$ cat config.mk
export PLATFORM = sky130hd
export DESIGN_NAME = mips_mc_ctrl
export DESIGN_NICKNAME = d
export VERILOG_FILES = /design/src/rtl/mips_mc_ctrl_pkg.sv /design/src/rtl/mips_alu_dec.sv /design/src/rtl/mips_mc_ctrl.sv
export SDC_FILE = /design/constraint.sdc
export NUM_CORES = 1
export LEC_CHECK = 0
export ABC_AREA = 1
export CAP_MARGIN = 10
export CORE_MARGIN = 1.5
export CORE_UTILIZATION = 46
export DETAILED_ROUTE_END_ITERATION = 8
export PLACE_DENSITY = 0.86
export SETUP_SLACK_MARGIN = 0.2
export SYNTH_ARGS = -nofsm -noshare
export SYNTH_HDL_FRONTEND = slang
export SYNTH_HIERARCHICAL = 1
export SYNTH_SLANG_ARGS = --single-unit
$ cat constraint.sdc
create_clock -name clk -period 2.5 [get_ports clk]
set_input_delay 0.625 -clock clk [delete_from_list [all_inputs] [get_ports clk]]
set_output_delay 0.625 -clock clk [all_outputs]
set_load 0.02 [all_outputs]
$ cat src/rtl/mips_mc_ctrl_pkg.sv
// Shared encodings for the multi-cycle MIPS controller: states, opcodes,
// ALU operation codes and the bundle of datapath control signals.
package mips_mc_ctrl_pkg;

   typedef enum logic [3:0] {
      S_FETCH, S_DECODE, S_MEM_ADDR, S_MEM_RD, S_MEM_WB, S_MEM_WR, S_EXEC_R,
      S_R_WB, S_EXEC_I, S_I_WB, S_BRANCH, S_JUMP, S_JAL_WB, S_ERR
   } state_t;

   // Which rule the ALU decoder applies in the current state.
   typedef enum logic [2:0] {
      CLS_NONE, CLS_ADD, CLS_SUB, CLS_R, CLS_I
   } alu_cls_t;

   localparam logic [5:0] OP_R     = 6'h00;
   localparam logic [5:0] OP_J     = 6'h02;
   localparam logic [5:0] OP_JAL   = 6'h03;
   localparam logic [5:0] OP_BEQ   = 6'h04;
   localparam logic [5:0] OP_BNE   = 6'h05;
   localparam logic [5:0] OP_ADDI  = 6'h08;
   localparam logic [5:0] OP_ADDIU = 6'h09;
   localparam logic [5:0] OP_SLTI  = 6'h0A;
   localparam logic [5:0] OP_ANDI  = 6'h0C;
   localparam logic [5:0] OP_ORI   = 6'h0D;
   localparam logic [5:0] OP_LW    = 6'h23;
   localparam logic [5:0] OP_SW    = 6'h2B;

   // The ALU consumes MIPS funct codes directly.
   localparam logic [5:0] ALU_NOP  = 6'h00;
   localparam logic [5:0] ALU_ADD  = 6'h20;
   localparam logic [5:0] ALU_ADDU = 6'h21;
   localparam logic [5:0] ALU_SUB  = 6'h22;
   localparam logic [5:0] ALU_AND  = 6'h24;
   localparam logic [5:0] ALU_OR   = 6'h25;
   localparam logic [5:0] ALU_SLT  = 6'h2A;

   typedef struct packed {
      logic       pc_wr;
      logic       pc_wr_cond;
      logic       br_ne;
      logic [1:0] pc_src;
      logic       iord;
      logic       mem_rd;
      logic       mem_wr;
      logic       ir_wr;
      logic [1:0] reg_dst;
      logic [1:0] mem_to_reg;
      logic       reg_wr;
      logic       alu_src_a;
      logic [1:0] alu_src_b;
      logic       done;
   } ctrl_t;

endpackage

$ cat src/rtl/mips_alu_dec.sv
// ALU operation decoder: picks the ALU op from the controller's state class,
// the opcode (I-type) or the funct field (R-type).
module mips_alu_dec
   import mips_mc_ctrl_pkg::*;
(
   input  logic [2:0] cls,
   input  logic [5:0] op,
   input  logic [5:0] funct,
   output logic [5:0] alu_op
);

   always_comb begin
      alu_op = ALU_NOP;
      case (alu_cls_t'(cls))
         CLS_ADD: alu_op = ALU_ADD;
         CLS_SUB: alu_op = ALU_SUB;
         CLS_R:   alu_op = funct;
         CLS_I: begin
            case (op)
               OP_ADDI:  alu_op = ALU_ADD;
               OP_ADDIU: alu_op = ALU_ADDU;
               OP_SLTI:  alu_op = ALU_SLT;
               OP_ANDI:  alu_op = ALU_AND;
               OP_ORI:   alu_op = ALU_OR;
               default:  alu_op = ALU_NOP;
            endcase
         end
         default: alu_op = ALU_NOP;
      endcase
   end

endmodule

$ cat src/rtl/mips_mc_ctrl.sv
// Main control FSM of the multi-cycle MIPS core, with a memory-stall watchdog
// that parks the controller in a sticky error state.
module mips_mc_ctrl
   import mips_mc_ctrl_pkg::*;
#(
   parameter int MEM_TIMEOUT = 64,
   parameter int CNT_W       = 7
)(
   input  logic       clk,
   input  logic       reset,
   input  logic [5:0] op_i,
   input  logic [5:0] funct_i,
   input  logic       z_i,
   input  logic       mem_rdy_i,
   output logic       pc_wr_o,
   output logic       pc_wr_cond_o,
   output logic       br_ne_o,
   output logic [1:0] pc_src_o,
   output logic       iord_o,
   output logic       mem_rd_o,
   output logic       mem_wr_o,
   output logic       ir_wr_o,
   output logic [1:0] reg_dst_o,
   output logic [1:0] mem_to_reg_o,
   output logic       reg_wr_o,
   output logic       alu_src_a_o,
   output logic [1:0] alu_src_b_o,
   output logic [5:0] alu_op_o,
   output logic       instr_done_o,
   output logic       err_o
);

   state_t           state, state_nx;
   logic [CNT_W-1:0] wdog, wdog_nx;
   logic             err;
   logic             wdog_hit;
   alu_cls_t         cls;
   logic [5:0]       alu_op;
   ctrl_t            c, co;
   logic             unused_z;

   // The branch condition is resolved in the datapath from br_ne_o and z_i.
   assign unused_z = z_i;
   assign wdog_hit = (wdog == CNT_W'(MEM_TIMEOUT - 1));

   always_ff @(posedge clk or negedge reset) begin
      if (!reset) begin
         state <= S_FETCH;
         wdog  <= '0;
         err   <= 1'b0;
      end else begin
         state <= state_nx;
         wdog  <= wdog_nx;
         if (state_nx == S_ERR) err <= 1'b1;
      end
   end

   // Watchdog only counts while a memory state holds; any transition clears it.
   always_comb begin
      state_nx = state;
      wdog_nx  = '0;
      c        = '0;
      cls      = CLS_NONE;
      case (state)
         S_FETCH: begin
            c.mem_rd    = 1'b1;
            c.alu_src_b = 2'b01;
            cls         = CLS_ADD;
            if (mem_rdy_i) begin
               c.ir_wr  = 1'b1;
               c.pc_wr  = 1'b1;
               state_nx = S_DECODE;
            end else if (wdog_hit) state_nx = S_ERR;
            else wdog_nx = wdog + CNT_W'(1);
         end
         S_DECODE: begin
            c.alu_src_b = 2'b11;
            cls         = CLS_ADD;
            case (op_i)
               OP_LW, OP_SW:                                 state_nx = S_MEM_ADDR;
               OP_R:                                         state_nx = S_EXEC_R;
               OP_ADDI, OP_ADDIU, OP_SLTI, OP_ANDI, OP_ORI:  state_nx = S_EXEC_I;
               OP_BEQ, OP_BNE:                               state_nx = S_BRANCH;
               OP_J:                                         state_nx = S_JUMP;
               OP_JAL:                                       state_nx = S_JAL_WB;
               default:                                      state_nx = S_ERR;
            endcase
         end
         S_MEM_ADDR: begin
            c.alu_src_a = 1'b1;
            c.alu_src_b = 2'b10;
            cls         = CLS_ADD;
            state_nx    = (op_i == OP_LW) ? S_MEM_RD : S_MEM_WR;
         end
         S_MEM_RD: begin
            c.iord   = 1'b1;
            c.mem_rd = 1'b1;
            if (mem_rdy_i) state_nx = S_MEM_WB;
            else if (wdog_hit) state_nx = S_ERR;
            else wdog_nx = wdog + CNT_W'(1);
         end
         S_MEM_WB: begin
            c.mem_to_reg = 2'b01;
            c.reg_wr     = 1'b1;
            c.done       = 1'b1;
            state_nx     = S_FETCH;
         end
         S_MEM_WR: begin
            c.iord   = 1'b1;
            c.mem_wr = 1'b1;
            if (mem_rdy_i) begin
               c.done   = 1'b1;
               state_nx = S_FETCH;
            end else if (wdog_hit) state_nx = S_ERR;
            else wdog_nx = wdog + CNT_W'(1);
         end
         S_EXEC_R: begin
            c.alu_src_a = 1'b1;
            cls         = CLS_R;
            state_nx    = S_R_WB;
         end
         S_R_WB: begin
            c.reg_dst = 2'b01;
            c.reg_wr  = 1'b1;
            c.done    = 1'b1;
            state_nx  = S_FETCH;
         end
         S_EXEC_I: begin
            c.alu_src_a = 1'b1;
            c.alu_src_b = 2'b10;
            cls         = CLS_I;
            state_nx    = S_I_WB;
         end
         S_I_WB: begin
            c.reg_wr = 1'b1;
            c.done   = 1'b1;
            state_nx = S_FETCH;
         end
         S_BRANCH: begin
            c.alu_src_a  = 1'b1;
            cls          = CLS_SUB;
            c.pc_wr_cond = 1'b1;
            c.pc_src     = 2'b01;
            c.br_ne      = (op_i == OP_BNE);
            c.done       = 1'b1;
            state_nx     = S_FETCH;
         end
         S_JUMP: begin
            c.pc_wr  = 1'b1;
            c.pc_src = 2'b10;
            c.done   = 1'b1;
            state_nx = S_FETCH;
         end
         S_JAL_WB: begin
            c.reg_dst    = 2'b10;
            c.mem_to_reg = 2'b10;
            c.reg_wr     = 1'b1;
            c.pc_wr      = 1'b1;
            c.pc_src     = 2'b10;
            c.done       = 1'b1;
            state_nx     = S_FETCH;
         end
         S_ERR:   state_nx = S_ERR;
         default: state_nx = S_ERR;
      endcase
   end

   mips_alu_dec u_alu_dec (
      .cls    (cls),
      .op     (op_i),
      .funct  (funct_i),
      .alu_op (alu_op)
   );

   // Gate with reset so an in-flight request or write drops the moment reset asserts.
   assign co           = reset ? c : '0;
   assign alu_op_o     = reset ? alu_op : '0;
   assign pc_wr_o      = co.pc_wr;
   assign pc_wr_cond_o = co.pc_wr_cond;
   assign br_ne_o      = co.br_ne;
   assign pc_src_o     = co.pc_src;
   assign iord_o       = co.iord;
   assign mem_rd_o     = co.mem_rd;
   assign mem_wr_o     = co.mem_wr;
   assign ir_wr_o      = co.ir_wr;
   assign reg_dst_o    = co.reg_dst;
   assign mem_to_reg_o = co.mem_to_reg;
   assign reg_wr_o     = co.reg_wr;
   assign alu_src_a_o  = co.alu_src_a;
   assign alu_src_b_o  = co.alu_src_b;
   assign instr_done_o = co.done;
   assign err_o        = err;

endmodule
# Yosys cells after proc, flatten, opt, wreduce, memory -nomap -nowiden

Index checks and enable logic that the tools add are counted.

Register bits: 12
Input port bits: 16
Output and inout port bits: 25
Logic and storage cells: 76

$add $sub $neg: 1
Eq/ne operators: 29
Multiplexer cells: 29
Reduce and logical (&&, ||, !) cells: 14

Operators with widths:

| operator                                                              | count |
|---|---|
| 4-bit one-hot mux with 8 select lines                                 | 1 |
| 6-bit by 4-bit equality test with 1-bit output, second input constant | 5 |
| 6-bit one-hot mux with 5 select lines                                 | 1 |
| 4-bit equality test, second input constant                            | 6 |
| 4-bit one-hot mux with 6 select lines                                 | 1 |
| 6-bit one-hot mux with 4 select lines                                 | 1 |
| 7-bit 2-to-1 mux                                                      | 3 |
| 18-bit 2-to-1 mux                                                     | 1 |
| 4-bit by 3-bit equality test with 1-bit output, second input constant | 4 |
| 4-bit 2-to-1 mux                                                      | 4 |
| 6-bit by 2-bit equality test with 1-bit output, second input constant | 2 |
| 6-bit by 3-bit equality test with 1-bit output, second input constant | 2 |
| 6-bit equality test, second input constant                            | 2 |
| 2-bit one-hot mux with 2 select lines                                 | 3 |
| 3-bit one-hot mux with 4 select lines                                 | 1 |
| 2-bit OR reduction                                                    | 6 |
| 4-bit by 2-bit equality test with 1-bit output, second input constant | 2 |
| 4-bit OR reduction                                                    | 2 |
| 7-bit by 1-bit adder with 7-bit output, second input constant         | 1 |
| 7-bit by 6-bit equality test with 1-bit output, second input constant | 1 |
| 1-bit 2-to-1 mux                                                      | 7 |
| 3-bit by 2-bit equality test with 1-bit output, second input constant | 2 |
| 6-bit logical NOT                                                     | 1 |
| 6-bit 2-to-1 mux                                                      | 1 |
| other kinds (11)                                                      | 13 |

# Depth between registers and ports, before layout

Depth in word-level cells: 6
Gate-level depth with buffers: 13
Gate-level depth less buffers: 13

# Hierarchy

Netlist, hierarchy kept.

Modules (own cells, without submodules):

| module       | instances | cells each | area each (sq um) | seq. area each (sq um) |
|---|---|---|---|---|
| mips_mc_ctrl | 1         | 178        | 1,106.1           | 300.3 |
| mips_alu_dec | 1         | 36         | 182.7             | 0.0 |

# Worst setup path before layout

No wires, ideal clock.

Kind: input to output
Start point: in reset
End point: out reg_dst_o[1]
Arrival: 1,733 ps
Required time: 1,875 ps
Path slack: 142 ps
Cell stages on the path: 5
Buffers on the path: 3
Cell sequence: clkbuf_1 -> inv_1 -> buf_1 -> nor2_1 -> buf_4

Word-level cells in the longest chain between the ends: 1

RTL lines:

| item              | line                | RTL |
|---|---|---|
| start, declared   | mips_mc_ctrl.sv:10  | `input logic reset,` |
| 18-bit 2-to-1 mux | mips_mc_ctrl.sv:176 | `assign co = reset ? c : '0;` |
| end, declared     | mips_mc_ctrl.sv:23  | `output logic [1:0] reg_dst_o,` |

No other way between the ends.

# Final worst setup path

Start point: reg state[2]
End point: out alu_op_o[5]

Word-level cells in the longest chain between the ends: 6
Elaborated cells on any way between the ends: 14
Classes of those cells: 9 x eq/ne; 3 x mux; 2 x reduce/logical

RTL lines:

| item                                                                         | line                | RTL |
|---|---|---|
| start, declared                                                              | mips_mc_ctrl.sv:33  | `state_t state, state_nx;` |
| start signal, assigned                                                       | mips_mc_ctrl.sv:52  | `state <= state_nx;` |
| 4-bit by 2-bit equality test with 1-bit output, or another cell as far along | mips_mc_ctrl.sv:64  | `case (state)` |
| 3-bit OR reduction (no line)                                                 | n/a                 |  |
| 3-bit one-hot mux with 4 select lines *                                      | mips_mc_ctrl.sv:64  |  |
| via cls[2]                                                                   | mips_mc_ctrl.sv:37  | `alu_cls_t cls;` |
| 3-bit equality test, or another cell as far along                            | mips_alu_dec.sv:14  | `case (alu_cls_t'(cls))` |
| 6-bit one-hot mux with 4 select lines *                                      | mips_alu_dec.sv:14  |  |
| via alu_op[5]                                                                | mips_mc_ctrl.sv:38  | `logic [5:0] alu_op;` |
| 6-bit 2-to-1 mux *                                                           | mips_mc_ctrl.sv:177 | `assign alu_op_o = reset ? alu_op : '0;` |
| end, declared                                                                | mips_mc_ctrl.sv:28  | `output logic [5:0] alu_op_o,` |

The timed path passes the listed nets; every way through them passes the cells marked *.

==> metrics.log <==
INFO  metric status = complete, no violations
INFO  metric drc = 0
INFO  metric max_freq = 408 MHz
INFO  metric initial_core_util = between 40% and 50%
INFO  metric hpwlAfterDp = 2870 µm
INFO  metric floorplan.die_area = between 3000 and 4000 µm²
INFO  metric area_used_by_multi_input_combinational_logic = ~930 µm²
INFO  metric ratio_of_cells_with_drive_above_1_in_the_final_layout = 43.3%
INFO  metric synth.yosys.seq_area_share = between 20% and 30%
INFO  metric fin_crit_sh = a little over nine tenths
INFO  metric commonest_non_fill_non_tap_cell_in_the_layout = sky130_fd_sc_hd__nand2_1
INFO  metric routed_vias_inst = a little over 5
INFO  metric wl_per_cell = 13.3 µm
INFO  metric period_needed = roughly 2.4 ns
INFO  metric cts-root-buf = sky130_fd_sc_hd__clkbuf_4
INFO  metric leakage_power_total = 1.19 nW
INFO  metric setup_violations = 0
INFO  metric routed_antenna_nets = 0
INFO  metric cp_num_buf_inv = 5
INFO  metric p_switching = 0.000106 W
INFO  metric core-area = about 2700 µm²
INFO  metric gr_layer_usage_met1 = 30.3%
INFO  metric pwr_density = ~180 nW/µm²
INFO  metric die_y = ~56 µm
INFO  metric grt_use_met3 = under 10%
INFO  metric initialDrtViolationCount = 87
INFO  metric numClockSinks = 12
INFO  metric timing.critical_path.cells = inv_2, nand2_2, buf_4, nor2_4, buf_6, nor2_1, nand2_1, nand4_1, nand2_1, inv_1, buf_6
INFO  metric largest_fanout_on_the_critical_path = 5
INFO  metric worstSkewPairLatency = 0.28 ns
INFO  metric maxCapViolCount = 0
INFO  metric met2_track_usage_gr = around 47%
INFO  metric grt_first_pass_wirelength = ~6500 µm
INFO  metric dr.pass1.iters = 5
INFO  metric timing.hold.worst.class = flop to flop
INFO  metric part_of_the_total_power_dissipated_in_sequential_elements = 49.0%
INFO  metric post_synth_inst_count = approximately 210
INFO  metric number_of_warning_messages_in_the_yosys_log = 6
INFO  metric power.ir.vdd_worst = 0.284 mV
INFO  metric area.sequential = 302 µm²
INFO  metric dominantRegCellSynth = sky130_fd_sc_hd__dfrtp_1
INFO  metric row_count = 19
INFO  metric syn-mean-instance-area = 6.02 µm²
INFO  metric antenna_found_initial = 0
INFO  metric yosys.cell_types.count = 31
INFO  metric total_power = 0.000396 W
INFO  metric via_count_of_the_first_global_routing_pass = 1541
INFO  metric cts_inserted_buffers = 3
INFO  metric synth_nets = about 230
INFO  metric gpl.final_weighted_congestion = approximately 0.84
INFO  metric finalWirelength = roughly 4300 µm
INFO  metric swShare = roughly 27%
INFO  metric tightestPinTransition = 0.396 ns
INFO  metric cp-start-kind = flop
INFO  metric share_comb_of_total_power = 20.8%
INFO  metric critical-path-slowest-cell = sky130_fd_sc_hd__dfrtp_1
INFO  metric finClkSkew = 0.0110 ns
INFO  metric maximum_number_of_pins_on_one_net_before_global_route_repair = 15
INFO  metric placement.io_buffers = 39
INFO  metric synth_seq_cells = 12
INFO  metric dp_slack = -0.456 ns
INFO  metric commonest_cells_after_routing_fill_and_taps_aside = 49 x sky130_fd_sc_hd__nand2_1, 43 x sky130_fd_sc_hd__buf_4, 30 x sky130_fd_sc_hd__inv_1
INFO  metric fillers = 184
INFO  metric globalRouteOverflowTotal = 0
INFO  metric clk_transition_reported_paths = roughly 0.080 ns
INFO  metric power_report.internal_total = between 0.0002 and 0.0003 W
INFO  metric tritoncts = done
INFO  metric timing.slew.headroom = between 70% and 80%
INFO  metric timing_max_transition_violations_final = 0
INFO  metric finish.net_count = ~310
INFO  metric worst-setup-path-type = flop to output port
INFO  metric finalWorstSetupSlack = just over 0.05 ns
INFO  metric rsz0062_at_grt = true
INFO  metric postSynth.asyncResetShare = 100%
INFO  metric power_frac_clock = a little under a third
INFO  metric inserted_diodes = 0
INFO  metric critPathArrivalTime = roughly 1.8 ns
INFO  metric dieWidth = around 56 µm
INFO  metric grt.busiest_layer = met2
INFO  metric number_of_hold_buffers_added_after_cts = 0
INFO  metric cts_buffer_depth = 2
INFO  metric dr_total_vias = between 1500 and 2000
INFO  metric boundaryPins = roughly 40
INFO  metric ctsHtreeMaxLevel = 1
INFO  metric final_hold_viol_count = 0
INFO  metric endpoint_kind = output port
INFO  metric grt_use_total = between 20% and 30%
INFO  metric final.hold.worst_slack = ~0.47 ns
INFO  metric synth-edff-count = 0
INFO  metric mappedNetlistArea = roughly 1300 µm²
INFO  metric syn_to_final_growth = 66.4%
INFO  metric timing.critical_path.max_delay_family = buffers and inverters
INFO  metric crit_required = ~1.9 ns
INFO  metric critPathMaxStageDelay = 0.43 ns
## Yosys cell counts, drive strengths merged, types with 2 or more instances
cell   instances  share of area, %
dfrtp         12                23
a31oi          2              0.97
nor3           5               1.9
buf            3               1.5
nand4          4               3.1
xor2           3               2.0
a21oi          5               2.2
nand3         16               7.0
inv           44                13
nand2         65                22
nor3b          2               1.2
nor2          40                15
o21ai          7               3.0
## registers in the layout, indices dropped and copies added (netlist names)
signal / flops
err_o: 1
state: 4
wdog: 7
## metal layers
layer	share of wire (%)	vias to the layer above
li1	-	817
met1	39	779
met2	54	58
met3	4.5	15
met4	2.5	0
met5	0	-
## area by class of cell
class | count | area share (%)
Clock buffer | 3 | 1.05
Inverter | 44 | 7.93
Multi-Input combinational cell | 154 | 43.6
Sequential cell | 12 | 14.1
Tap cell | 31 | 1.81
Timing Repair Buffer | 80 | 31.6
## kinds of logic after synthesis
group / Yosys count / synth area share [%]
flops: 12 / 23.3
fa+ha+maj: 1 / 0.971
buf+inv: 48 / 14.8
xor+xnor: 3 / 2.04
simple gates: 133 / 50.6
compound gates: 17 / 8.35
## power by group through the flow
stage	sequential, W	clock, W	combinational [W]
after floorplan	0.000198	0	0.0000237
after global placement	0.000198	0	0.0000755
after detailed placement	0.000198	0	0.0000776
after CTS	0.000194	0.000119	0.0000779
after global routing	0.000194	0.000131	0.0000899
final	0.000194	0.000119	0.0000822
## path summary, 6_finish.rpt
check,from,endpoint,slack (ns),cells past startpoint
max,state[2],alu_op_o[5],0.05,11
min reg2reg,wdog[0],wdog[0],0.47,1
min in group asynchronous,reset,wdog[6],0.87,3
min,wdog[0],wdog[0],0.47,1
max reg2reg,state[1],state[1],0.84,13
max in group asynchronous,reset,wdog[1],1.47,3
## through the flow
step           instance area [µm²]  instances  util (%)  TNS, ns
3_3_place_gp                  1950        314      72.0    -5.35
5_1_grt                       2140        324      79.1  -0.0229
6_report                      2140        324      79.1        0
3_5_place_dp                  1950        314      72.0    -5.81
4_1_cts                       1990        321      73.5        0
2_1_floorplan                 1290        214         -        0
## what timing repair did
action | CTS | global route
gates resized for setup | 122 | 48
pin swaps | 12 | 10
endpoints found under the hold margin | 0 | 0
setup endpoints to repair | 24 | 24
setup buffers | 4 | 3
cloned | 0 | 0
(Power assumes the default switching activity.)
